===== src/rtl/mem_dump_uart_pkg.sv =====
`default_nettype none
`timescale 1ns/1ps
// ============================================================================
//  Module      : mem_dump_uart_pkg
//  Description : Shared FSM encoding, ASCII constants and hex conversion for
//                the memory-dump UART reader.
//  Revision    : 1.0  initial release
// ============================================================================
package mem_dump_uart_pkg;

    typedef enum logic [2:0] {
        ST_IDLE      = 3'd0,
        ST_RD_ADDR   = 3'd1,
        ST_RD_LATCH  = 3'd2,
        ST_LOAD_CHAR = 3'd3,
        ST_WAIT_TX   = 3'd4,
        ST_NEXT_ADDR = 3'd5
    } dump_state_t;

    localparam logic [7:0] ASCII_CR      = 8'h0D;
    localparam logic [7:0] ASCII_LF      = 8'h0A;
    localparam logic [7:0] ASCII_ZERO    = 8'h30;
    localparam logic [7:0] ASCII_UPPER_A = 8'h41;

    localparam int CHARS_PER_WORD = 6;
    localparam int CHAR_IDX_W     = 3;

    function automatic logic [7:0] nibble_to_ascii(input logic [3:0] nib);
        logic [7:0] ext;
        ext = {4'h0, nib};
        if (nib < 4'd10) begin
            return ASCII_ZERO + ext;
        end
        return ASCII_UPPER_A + (ext - 8'd10);
    endfunction

endpackage
`default_nettype wire


===== src/rtl/mem_dump_uart_if.sv =====
`default_nettype none
`timescale 1ns/1ps
// ============================================================================
//  Module      : mem_dump_uart_if
//  Description : Read port of the memory bank (address, output enable, data).
//  Revision    : 1.0  initial release
// ============================================================================
interface mem_dump_uart_if #(
    parameter int ADDR_W = 4,
    parameter int DATA_W = 16
);
    logic [ADDR_W-1:0] addr;
    logic              oe;
    logic [DATA_W-1:0] data;

    modport master (output addr, output oe, input data);
    modport slave  (input addr, input oe, output data);
endinterface
`default_nettype wire


===== src/rtl/mem_dump_uart_uart_tx.sv =====
`default_nettype none
`timescale 1ns/1ps
// ============================================================================
//  Module      : uart_tx
//  Description : 8N1 UART transmitter, LSB first, idle high; one frame per
//                accepted send pulse.
//  Revision    : 1.0  initial release
// ============================================================================
module uart_tx #(
    parameter int CLKS_PER_BIT = 10416
) (
    input  wire logic       clk,
    input  wire logic       rst,
    input  wire logic [7:0] data,
    input  wire logic       send,
    output logic            tx,
    output logic            ready
);

    localparam int              CNT_W     = (CLKS_PER_BIT > 1) ? $clog2(CLKS_PER_BIT) : 1;
    localparam logic [CNT_W-1:0] BAUD_LAST = CNT_W'(CLKS_PER_BIT - 1);
    localparam logic [3:0]       STOP_BIT  = 4'd9;

    logic             busy_q, busy_d;
    logic             tx_q, tx_d;
    logic [8:0]       shift_q, shift_d;
    logic [3:0]       bit_cnt_q, bit_cnt_d;
    logic [CNT_W-1:0] baud_cnt_q, baud_cnt_d;

    // shift_q holds the data bits still to go plus the stop bit at the top
    always_comb begin
        busy_d     = busy_q;
        tx_d       = tx_q;
        shift_d    = shift_q;
        bit_cnt_d  = bit_cnt_q;
        baud_cnt_d = baud_cnt_q;
        if (!busy_q) begin
            if (send) begin
                busy_d     = 1'b1;
                tx_d       = 1'b0;
                shift_d    = {1'b1, data};
                bit_cnt_d  = 4'd0;
                baud_cnt_d = '0;
            end
        end else if (baud_cnt_q == BAUD_LAST) begin
            baud_cnt_d = '0;
            if (bit_cnt_q == STOP_BIT) begin
                busy_d = 1'b0;
            end else begin
                tx_d      = shift_q[0];
                shift_d   = {1'b1, shift_q[8:1]};
                bit_cnt_d = bit_cnt_q + 4'd1;
            end
        end else begin
            baud_cnt_d = baud_cnt_q + 1'b1;
        end
    end

    always_ff @(posedge clk or posedge rst) begin
        if (rst) begin
            busy_q     <= 1'b0;
            tx_q       <= 1'b1;
            shift_q    <= '1;
            bit_cnt_q  <= 4'd0;
            baud_cnt_q <= '0;
        end else begin
            busy_q     <= busy_d;
            tx_q       <= tx_d;
            shift_q    <= shift_d;
            bit_cnt_q  <= bit_cnt_d;
            baud_cnt_q <= baud_cnt_d;
        end
    end

    assign tx    = tx_q;
    assign ready = ~busy_q;

endmodule
`default_nettype wire


===== src/rtl/mem_dump_uart.sv =====
`default_nettype none
`timescale 1ns/1ps
// ============================================================================
//  Module      : mem_dump_uart
//  Description : Walks the memory bank on a start edge and sends every word
//                over the UART as four hex digits followed by CR LF.
//  Revision    : 1.0  initial release
// ============================================================================
module mem_dump_uart
    import mem_dump_uart_pkg::*;
#(
    parameter int CLK_FREQ = 100_000_000,
    parameter int BAUD     = 9600,
    parameter int DEPTH    = 16,
    parameter int ADDR_W   = 4,
    parameter int DATA_W   = 16
) (
    input  wire logic        clk,
    input  wire logic        rst,
    input  wire logic        start,
    mem_dump_uart_if.master  mem,
    output logic             tx,
    output logic             busy,
    output logic             done
);

    localparam int                    CLKS_PER_BIT = CLK_FREQ / BAUD;
    localparam logic [ADDR_W-1:0]     LAST_ADDR    = ADDR_W'(DEPTH - 1);
    localparam logic [CHAR_IDX_W-1:0] LAST_IDX     = CHAR_IDX_W'(CHARS_PER_WORD - 1);

    dump_state_t            state_q, state_d;
    logic [ADDR_W-1:0]      addr_q, addr_d;
    logic                   oe_q, oe_d;
    logic                   busy_q, busy_d;
    logic                   done_q, done_d;
    logic [DATA_W-1:0]      word_q, word_d;
    logic [CHAR_IDX_W-1:0]  idx_q, idx_d;
    logic                   start_q, start_prev_q;

    logic                   start_rise;
    logic                   tx_send;
    logic                   tx_ready;
    logic [7:0]             tx_char;

    assign start_rise = start_q & ~start_prev_q;

    always_comb begin
        tx_char = ASCII_LF;
        case (idx_q)
            3'd0:    tx_char = nibble_to_ascii(word_q[15:12]);
            3'd1:    tx_char = nibble_to_ascii(word_q[11:8]);
            3'd2:    tx_char = nibble_to_ascii(word_q[7:4]);
            3'd3:    tx_char = nibble_to_ascii(word_q[3:0]);
            3'd4:    tx_char = ASCII_CR;
            default: tx_char = ASCII_LF;
        endcase
    end

    always_comb begin
        state_d = state_q;
        addr_d  = addr_q;
        oe_d    = oe_q;
        busy_d  = busy_q;
        done_d  = 1'b0;
        word_d  = word_q;
        idx_d   = idx_q;
        tx_send = 1'b0;
        case (state_q)
            ST_IDLE: begin
                if (start_rise) begin
                    state_d = ST_RD_ADDR;
                    busy_d  = 1'b1;
                    addr_d  = '0;
                    oe_d    = 1'b1;
                end
            end
            ST_RD_ADDR: begin
                state_d = ST_RD_LATCH;
            end
            ST_RD_LATCH: begin
                word_d  = mem.data;
                idx_d   = '0;
                state_d = ST_LOAD_CHAR;
            end
            ST_LOAD_CHAR: begin
                if (tx_ready) begin
                    tx_send = 1'b1;
                    state_d = ST_WAIT_TX;
                end
            end
            ST_WAIT_TX: begin
                // The next word is fetched while LF is still shifting out so
                // the line break does not stretch the inter-character gap.
                if (idx_q < LAST_IDX) begin
                    if (tx_ready) begin
                        idx_d   = idx_q + 1'b1;
                        state_d = ST_LOAD_CHAR;
                    end
                end else if (tx_ready || (addr_q != LAST_ADDR)) begin
                    state_d = ST_NEXT_ADDR;
                end
            end
            ST_NEXT_ADDR: begin
                if (addr_q == LAST_ADDR) begin
                    addr_d  = '0;
                    oe_d    = 1'b0;
                    busy_d  = 1'b0;
                    done_d  = 1'b1;
                    state_d = ST_IDLE;
                end else begin
                    addr_d  = addr_q + 1'b1;
                    state_d = ST_RD_ADDR;
                end
            end
            default: begin
                state_d = ST_IDLE;
            end
        endcase
    end

    always_ff @(posedge clk or posedge rst) begin
        if (rst) begin
            state_q      <= ST_IDLE;
            addr_q       <= '0;
            oe_q         <= 1'b0;
            busy_q       <= 1'b0;
            done_q       <= 1'b0;
            word_q       <= '0;
            idx_q        <= '0;
            start_q      <= 1'b0;
            start_prev_q <= 1'b0;
        end else begin
            state_q      <= state_d;
            addr_q       <= addr_d;
            oe_q         <= oe_d;
            busy_q       <= busy_d;
            done_q       <= done_d;
            word_q       <= word_d;
            idx_q        <= idx_d;
            start_q      <= start;
            start_prev_q <= start_q;
        end
    end

    uart_tx #(
        .CLKS_PER_BIT (CLKS_PER_BIT)
    ) u_uart_tx (
        .clk   (clk),
        .rst   (rst),
        .data  (tx_char),
        .send  (tx_send),
        .tx    (tx),
        .ready (tx_ready)
    );

    assign mem.addr = addr_q;
    assign mem.oe   = oe_q;
    assign busy     = busy_q;
    assign done     = done_q;

endmodule
`default_nettype wire


===== src/flat_wrapper.sv =====
// flat-port wrapper written by rule: the top's interface ports become plain ports
module mem_dump_uart_flat import mem_dump_uart_pkg::*;
#(
    parameter int CLK_FREQ = 100_000_000,
    parameter int BAUD     = 9600,
    parameter int DEPTH    = 16,
    parameter int ADDR_W   = 4,
    parameter int DATA_W   = 16
)
  (clk, rst, start, tx, busy, done, mem_addr, mem_oe, mem_data);
  mem_dump_uart_if #(.ADDR_W(ADDR_W), .DATA_W(DATA_W)) mem_i ();
  input  wire logic clk;
  input  wire logic rst;
  input  wire logic start;
  output logic tx;
  output logic busy;
  output logic done;
  output wire logic [$bits(mem_i.addr)-1:0] mem_addr;
  output wire logic [$bits(mem_i.oe)-1:0] mem_oe;
  input wire logic [$bits(mem_i.data)-1:0] mem_data;
  assign mem_addr = mem_i.addr;
  assign mem_oe = mem_i.oe;
  assign mem_i.data = mem_data;
  mem_dump_uart #(.CLK_FREQ(CLK_FREQ), .BAUD(BAUD), .DEPTH(DEPTH), .ADDR_W(ADDR_W), .DATA_W(DATA_W)) u_core (.clk(clk), .rst(rst), .start(start), .mem(mem_i), .tx(tx), .busy(busy), .done(done));
endmodule

===== config.mk =====
export PLATFORM = sky130hd
export DESIGN_NAME = mem_dump_uart_flat
export DESIGN_NICKNAME = d
export VERILOG_FILES = /design/src/rtl/mem_dump_uart_pkg.sv /design/src/rtl/mem_dump_uart_if.sv /design/src/rtl/mem_dump_uart_uart_tx.sv /design/src/rtl/mem_dump_uart.sv /design/src/flat_wrapper.sv
export SDC_FILE = /design/constraint.sdc
export NUM_CORES = 1
export LEC_CHECK = 0
export CAP_MARGIN = 30
export CELL_PAD_IN_SITES_DETAIL_PLACEMENT = 1
export CELL_PAD_IN_SITES_GLOBAL_PLACEMENT = 2
export CORE_UTILIZATION = 40
export CTS_CLUSTER_SIZE = 20
export DETAILED_ROUTE_END_ITERATION = 7
export GPL_ROUTABILITY_DRIVEN = 0
export PLACE_DENSITY_LB_ADDON = 0.3
export REMOVE_ABC_BUFFERS = 1
export SLEW_MARGIN = 25
export SYNTH_ARGS = -nofsm -noshare
export SYNTH_HDL_FRONTEND = slang
export SYNTH_SLANG_ARGS = --single-unit

===== constraint.sdc =====
create_clock -name clk -period 4 [get_ports clk]
set_input_delay 1 -clock clk [delete_from_list [all_inputs] [get_ports clk]]
set_output_delay 1 -clock clk [all_outputs]
set_load 0.01 [all_outputs]

[Word level (Yosys, flattened, before mapping)]
Index checks and enable logic that the tools add are counted.
Storage, ports and cells
  register bits after elaboration: 59
  bits of input ports: 19
  output and inout port bits: 8
  word-level logic and storage cells: 126
Operators by class
  add/sub/neg operators: 16
  $lt $le $gt $ge: 5
  equal/unequal tests: 22
  mux-type cells: 56
  bitwise logic cells: 3
  reduce and logical (&&, ||, !) cells: 11
Operators with widths (number)
  8-bit two-way mux: 8
  14-bit two-way mux: 3
  8-bit one-hot mux with 5 select lines: 1
  9-bit two-way mux: 4
  7-bit by 8-bit adder with 8-bit output, first input constant: 4
  6-bit by 4-bit adder with 7-bit output, first input constant: 4
  4-bit two-way mux: 6
  1-bit two-way mux: 23
  3-bit two-way mux: 7
  4-bit by 4-bit subtractor with 5-bit output, second input constant: 4
  3-bit one-hot mux with 6 select lines: 1
  4-bit less-than comparator, second input constant: 4
  14-bit by 1-bit adder with 14-bit output, second input constant: 1
  14-bit equality test, second input constant: 1
  3-bit by 2-bit equality test with 1-bit output, second input constant: 4
  3-bit equality test, second input constant: 3
  3-bit AND reduction: 3
  4-bit by 1-bit adder with 4-bit output, second input constant: 2
  4-bit equality test, second input constant: 2
  2-bit by 1-bit inequality test with 1-bit output, second input constant: 4
  4-bit one-hot mux with 2 select lines: 1
  3-bit by 1-bit equality test with 1-bit output, second input constant: 2
  3-bit logical NOT: 2
  2-bit inequality test, second input constant: 3
  other kinds (13): 16

[Logic depth before layout (Yosys ltp)]
Gate-level depths: netlist of the first run.
  depth after elaboration: 7
  depth in mapped cells: 10
  gate-level depth less buffers: 9

[Modules after synthesis]
Synthesis of the first run repeated with hierarchy kept, for this count alone.
Second synthesis, totals
  cells, all modules: 394
  area, all modules: 3808.7 sq um
By module, submodules not included
  mem_dump_uart: instances 1, cells each 250, area each 2242.2 sq um, seq. area each 750.7 sq um
  uart_tx: instances 1, cells each 144, area each 1566.5 sq um, seq. area each 711.9 sq um

[Worst setup path before layout of the first run]
Ideal clock, no wire load.
  path type: reg-to-reg
  from: reg u_core.u_uart_tx.baud_cnt_q[10]
  to: reg u_core.u_uart_tx.baud_cnt_q[12]
  library setup time: 0.121 ns
  arrival time: 1.856 ns
  required time: 3.879 ns
  path slack: 2.023 ns
  stages on the path, launching flop included: 6
  path buffers: 0
  clock period less this slack: 1.977 ns
  cells stage by stage: dfrtp_1 or4b_4 or4_4 nand2_2 o21bai_1 a22o_1
On the way
  longest elaborated chain between the ends: 3
  elaborated cells on any way between the ends: 4
  those cells by class: add/sub: 1; eq/ne: 1; mux: 2
RTL lines
  start: declaration: RTL line mem_dump_uart_uart_tx.sv:28  | logic [CNT_W-1:0] baud_cnt_q, baud_cnt_d;
  start signal: assignment: RTL line mem_dump_uart_uart_tx.sv:71  | baud_cnt_q <= baud_cnt_d;
  14-bit by 1-bit adder with 14-bit output or 14-bit equality test (tied branches): RTL line mem_dump_uart_uart_tx.sv:55, mem_dump_uart_uart_tx.sv:45
  14-bit two-way mux (*): RTL line mem_dump_uart_uart_tx.sv:45  | end else if (baud_cnt_q == BAUD_LAST) begin
  14-bit two-way mux (*): RTL line mem_dump_uart_uart_tx.sv:37  | if (!busy_q) begin
Mark *: on every way between the ends. The rest lies on a longest branch, timed or not.
A chain may end at the register's enable or synchronous reset.

[Worst setup path in the final report of the first run]
  from: reg u_core.u_uart_tx.busy_q
  to: reg u_core.u_uart_tx.bit_cnt_q[3]
On the way
  longest elaborated chain between the ends: 4
  elaborated cells on any way between the ends: 7
  those cells by class: eq/ne: 2; mux: 3; reduce/logical: 2
RTL lines
  start: declaration: RTL line mem_dump_uart_uart_tx.sv:24  | logic busy_q, busy_d;
  start signal: assignment: RTL line mem_dump_uart_uart_tx.sv:67  | busy_q <= busy_d;
  1-bit two-way mux: RTL line mem_dump_uart.sv:86  | if (tx_ready) begin
  1-bit two-way mux: RTL line mem_dump_uart.sv:68  | case (state_q)
  2-bit nonzero test (no line)
  3-bit AND reduction (no line)
  end signal: assignment: RTL line mem_dump_uart_uart_tx.sv:70  | bit_cnt_q <= bit_cnt_d;
  end: declaration: RTL line mem_dump_uart_uart_tx.sv:27  | logic [3:0] bit_cnt_q, bit_cnt_d;
Parallel ways exist; a longest one is shown, timed or not.

==> metrics, run 1 <==
Mapped Area=3640 um^2; Port Buffers=26; CP Launch Type=flop; I/O Pins=27; sequential element share of the synthesized area=0.402; CTS hold repair buffers=0; chip width=97.4 um; routed len/inst=16.6 um; post-DR vias/cell=5.64; clk sink count=58; CP endpoint kind=flop; Rows=34; post-DP HPWL=6400 um; Hold EP=u_core.start_prev_q; FF-to-FF Start=u_core.u_uart_tx.busy_q; Post-Route Setup TNS=0 ns; fin nets=468; Mapped Cells=402; clk_lat worst skew=0.36 ns; GRT Total Usage=0.202; Reg clk slew, reported paths=0.07 ns; placed cell area=3990 um^2; Post-CTS Setup Bufs=0; Crit path arrival time=2.90 ns; kind of critical path=reg2reg; total CTS buffers=9; Worst slew margin=0.445; ys async rst share=1.00; Tmin final=2.65 ns; most frequent cells in the layout=dfrtp_1 (49), o21ai_0 (46), nand2_1 (42); share of the synthesized area in the top cell type=0.337; Layout area overhead=14.5%; Cell Int Power=1530 uW; Inst Count DP=521; measured slew at the worst slew-check pin=0.832 ns; largest net degree at the start of global routing=27; WL final=8890 um; H-tree levels=3; antenna violations before repair=0; Required @ worst endpoint=4.25 ns; Remaining Overflow, GRT=0; number of synthesized flops with an enable pin=0; Comb power frac=0.426; fin. max-slew vios=0; Distinct cells, synth=56; # diodes=0; hold crit path type=reg2reg; drt first pass iters=4; Peak Freq=0.377 GHz; top_reg_cell synth=dfrtp_1; sw frac=0.406; initial core utilization=0.415; syn avg cell area=9.05 um^2; Leak Pwr=0.00175 uW; Worst Clk Skew=0.0186 ns; Max Buffers Root-to-Sink=2; Pwr Total=2570 uW; Root Buffer=clkbuf_8; Hold Path Origin=u_core.start_q; cell area power density=617 nW/um^2; final instance area=4170 um^2; largest cells by area after synthesis=dfrtp_1 (34%), ha_1 (8.6%), dfstp_2 (6.5%); outcome=finished, final reports clean; sw power=1040 uW; RSZ-0062 raised after global routing=false; FF+latch count, synth=58; clock power share=0.197; R2R Setup Slk=1.35 ns; height of the die=97.4 um; DR iter-0 viols=78; Worst Path Max Fanout=25; Core Region=8760 um^2; FF-to-FF End=u_core.u_uart_tx.bit_cnt_q[3]; layout cell share with drive strength beyond 1=0.105; Reg2Reg Depth=5; # resized after CTS=0; first-pass GRT wire length=15400 um; DR vias=3027; worst hold stages=0; fillers=1014; die area=9480 um^2; fin crit share=0.663; setup violators final=0; antenna viol nets, final=0; Cell Count, Final, Fillers Out=537; MaxCap Viol Count=0; VDD IR max=0.211 mV; most common cell after layout, fill and taps aside=dfrtp_1; CTS tree=built; number of global-route vias before repair=3177; Synth Warn #=0; post-synth top area cell=dfrtp_1; Seq pwr share=0.378; Residual DRC=0; Final Hold Vio Count=0
## routing by layer
layer  vias up  track usage  part of all wire
li1       1477            -                 -
met5         -            0                 0
met4         0       0.0814             0.019
met1      1492        0.278              0.49
met2        43        0.319              0.46
met3        15       0.0309             0.029
## stage by stage
| step | hold WS [ns] | util | setup WS [ns] |
|---|---|---|---|
| after detailed placement | 0.381 | 0.455 | 1.38 |
| after CTS | 0.399 | 0.476 | 1.38 |
| final | 0.393 | 0.476 | 1.35 |
| after global routing | 0.417 | 0.476 | 1.10 |
| after floorplan | 0.359 | - | 1.59 |
| after global placement | 0.382 | 0.453 | 1.51 |
## flip-flops by register name, summed over array words and instances (netlist names), 3 cells and up
name and flops:
u_core.word_q 16, u_core.idx_q 3, u_core.u_uart_tx.bit_cnt_q 4, u_core.mem.addr 4
u_core.u_uart_tx.baud_cnt_q 14, u_core.u_uart_tx.shift_q 8, u_core.state_q 3
## critical path, stage by stage (launching register included)
cell      delay [ns]
dfrtp_1         0.89
clkinv_1        0.49
a21oi_1         0.32
a21o_1          0.40
nand2_1         0.18
o31ai_1         0.28
## cells in the mapped netlist, drive strengths merged (3+ instances only)
| cell | n |
|---|---|
| dfrtp | 49 |
| o21ai | 48 |
| nand2 | 43 |
| a21oi | 26 |
| ha | 25 |
| nor2 | 24 |
| inv | 21 |
| xor2 | 15 |
| clkbuf | 14 |
| nand3 | 12 |
| dfstp | 9 |
| nand3b | 9 |
| mux2 | 8 |
| nand2b | 7 |
| o31ai | 6 |
| a21o | 5 |
| and3 | 5 |
| nor3 | 5 |
| o22ai | 5 |
| a22o | 4 |
| a31oi | 4 |
| and2 | 4 |
| buf | 4 |
| mux2i | 4 |
| nand4 | 4 |
| xnor2 | 4 |
| nor3b | 3 |
| o21bai | 3 |
| o41ai | 3 |
## cells by family (layout without fill, tap and decap cells)
kind of cell / after synthesis / after routing / synth area share
AND/OR/NAND/NOR: 130 / 130 / 0.189
XOR/XNOR: 19 / 19 / 0.0457
multiplexers: 12 / 12 / 0.0358
buffers and inverters: 40 / 67 / 0.0447
flip-flops: 58 / 58 / 0.402
AO/OA/AOI/OAI: 118 / 118 / 0.196
adder cells (fa/ha/maj): 25 / 25 / 0.0860
## worst max path at each step
stage	end	cells after the start	slack (ns)	from
global placement	u_core.u_uart_tx.bit_cnt_q[3]	5	1.51	u_core.u_uart_tx.busy_q
floorplan	u_core.done	1	1.59	rst
CTS	u_core.u_uart_tx.bit_cnt_q[3]	5	1.38	u_core.u_uart_tx.busy_q
finish	u_core.u_uart_tx.bit_cnt_q[3]	5	1.35	u_core.u_uart_tx.busy_q
global route	u_core.u_uart_tx.bit_cnt_q[3]	5	1.10	u_core.u_uart_tx.busy_q
detailed placement	u_core.u_uart_tx.bit_cnt_q[3]	5	1.38	u_core.u_uart_tx.busy_q
## layout make-up
type                            instances  area (um^2)  area share
Multi-Input combinational cell        304         2010       0.483
Inverter                               22         82.6      0.0198
Clock inverter                          6         41.3     0.00991
Sequential cell                        58         1460       0.351
Timing Repair Buffer                   29          295      0.0708
Clock buffer                           10          138      0.0330
Tap cell                              108          135      0.0324
## power by group through the flow
stage                     clock [uW]  combinational, uW  sequential, uW
after global placement             0               1070             975
final                            506               1100             971
after CTS                        521               1110             976
after global routing             552               1240            1010
after detailed placement           0               1090             986
after floorplan                    0                840             929
Note: power is estimated with default switching activity, not from simulation.
==> run 2: changes to the inputs <==
--- a/config.mk
+++ b/config.mk
@@ -8,7 +8,7 @@
 export CAP_MARGIN = 30
 export CELL_PAD_IN_SITES_DETAIL_PLACEMENT = 1
 export CELL_PAD_IN_SITES_GLOBAL_PLACEMENT = 2
-export CORE_UTILIZATION = 40
+export CORE_UTILIZATION = 37
 export CTS_CLUSTER_SIZE = 20
 export DETAILED_ROUTE_END_ITERATION = 7
 export GPL_ROUTABILITY_DRIVEN = 0
==> constraint.sdc (replaced) <==
create_clock -name clk -period 2.7 [get_ports clk]
set_input_delay 0.675 -clock clk [delete_from_list [all_inputs] [get_ports clk]]
set_output_delay 0.675 -clock clk [all_outputs]
set_load 0.01 [all_outputs]
==> run 2 against run 1 <==
Against the previous run: final cell count up 4.3%; sequential power up 48%; maximum frequency up 15%; largest power group unchanged.
==> metrics, run 2 (synthesized netlist as in run 1, its figures left out) <==
Core Region=9370 um^2; initial core utilization=0.388; Remaining Overflow, GRT=0; fin crit share=0.851; Bufs and invs on worst path=0; Worst Clk Skew=0.0109 ns; Pwr Total=3770 uW; register with the most flip-flops=u_core.word_q; antenna violations before repair=0; post-DR vias/cell=5.32; Root Buffer=clkbuf_8; total CTS buffers=9; # resized after CTS=0; most frequent cells in the layout=dfrtp_1 (49), o21ai_0 (46), nand2_1 (42); die area=10200 um^2; MaxCap Viol Count=0; CTS hold repair buffers=0; Hold Path Origin=u_core.start_q; Max Buffers Root-to-Sink=2; Seq pwr share=0.383; Crit path arrival time=2.54 ns; chip width=101 um; Peak Freq=0.435 GHz; number of global-route vias before repair=3084; H-tree levels=3; post-DP HPWL=6370 um; Leak Pwr=0.00176 uW; hold crit path type=reg2reg; Rows=35; Worst slew margin=0.630; sw power=1500 uW; max incr delay on CP=0.58 ns; DR iter-0 viols=59; clk sink count=58; worst hold stages=0; DR vias=2981; worst path cell trace=or4b_4 > nor4_4 > a21o_1 > nand2_1 > o31ai_1; GRT Total Usage=0.187; CP Launch Type=flop; largest registers=u_core.word_q x16, u_core.u_uart_tx.baud_cnt_q x14, u_core.u_uart_tx.shift_q x8; drt first pass iters=4; Comb power frac=0.430; fin. max-slew vios=0; fin nets=470; Required @ worst endpoint=2.94 ns; Port Buffers=26; clk_lat worst skew=0.34 ns; layout cell share with drive strength beyond 1=0.102; slowest cell on the critical path=or4b_4; setup violators final=0; most common cell after layout, fill and taps aside=dfrtp_1; Tmin final=2.30 ns; Reg2Reg Depth=5; routed len/inst=15.6 um; largest net degree at the start of global routing=30; first-pass GRT wire length=14900 um; WL final=8750 um; antenna viol nets, final=0; final instance area=4200 um^2; placed cell area=4030 um^2; measured slew at the worst slew-check pin=0.554 ns; VDD IR max=0.358 mV; sw frac=0.399; height of the die=101 um; max FFs per register=16; Worst Path Max Fanout=14; Post-Route Setup TNS=0 ns; clock power share=0.186; FF-to-FF End=u_core.u_uart_tx.bit_cnt_q[3]; I/O Pins=27; Residual DRC=0; Hold EP=u_core.start_prev_q; kind of critical path=reg2reg; Post-CTS Setup Bufs=0; # diodes=0; RSZ-0062 raised after global routing=false; Reg clk slew, reported paths=0.07 ns; CTS tree=built; Layout area overhead=15.3%; outcome=finished, final reports clean; CP endpoint kind=flop; Final Hold Vio Count=0; Top Family by Delay on Critical Path=simple AND/OR/NAND/NOR gates; cell area power density=897 nW/um^2; Cell Int Power=2260 uW; FF-to-FF Start=u_core.u_uart_tx.baud_cnt_q[10]; R2R Setup Slk=0.40 ns
## run 2: cell types whose count changed in the layout (fill, tap and decap cells not counted), sizes merged
cell / before / now
buf: 3 / 5
clkbuf: 10 / 13
clkinvlp: 3 / 1
inv: 22 / 21
## run 2: layout make-up
class	instances	area, um^2
clock buffers	13	149
clock inverters	3	17.5
fillers	1113	5170
inverters	22	82.6
multi-input cells	304	2010
flip-flops and latches	58	1460
well taps	129	161
repair buffers	31	310
## run 2: through the flow
step | std cells | hold slack, ns | utilization | worst slack (ns)
detailed placement | 544 | 0.382 | 0.430 | 0.365
global route | 560 | 0.425 | 0.448 | 0.209
floorplan | 384 | 0.359 | - | 0.612
global placement | 544 | 0.374 | 0.430 | 0.493
CTS | 560 | 0.399 | 0.448 | 0.367
finish | 560 | 0.396 | 0.448 | 0.403
## run 2: worst max path at each step
stage	startpoint	to	slack [ns]	cells past startpoint
finish	u_core.u_uart_tx.baud_cnt_q[10]	u_core.u_uart_tx.bit_cnt_q[3]	0.40	5
floorplan	rst	u_core.done	0.61	1
detailed placement	u_core.u_uart_tx.baud_cnt_q[10]	u_core.u_uart_tx.bit_cnt_q[3]	0.36	5
global placement	u_core.u_uart_tx.baud_cnt_q[10]	u_core.u_uart_tx.bit_cnt_q[3]	0.49	5
global route	u_core.u_uart_tx.baud_cnt_q[10]	u_core.u_uart_tx.bit_cnt_q[3]	0.21	5
CTS	u_core.u_uart_tx.baud_cnt_q[10]	u_core.u_uart_tx.bit_cnt_q[3]	0.37	5
## run 2: power by group through the flow
stage	sequential [uW]	combinational [uW]	clock, uW
6_report	1440	1620	701
5_1_grt	1490	1830	756
4_1_cts	1440	1630	731
3_3_place_gp	1450	1560	0
2_1_floorplan	1380	1240	0
3_5_place_dp	1460	1610	0
## run 2: routing by layer
metal  GRT usage  share of wire  up-vias  wire length [um]
li1            -              -     1487                 -
met1       0.249           0.49     1458              4270
met2       0.307           0.48       28              4230
met3      0.0380          0.017        8               151
met4      0.0535          0.011        0               100
met5           0              0        -                 0
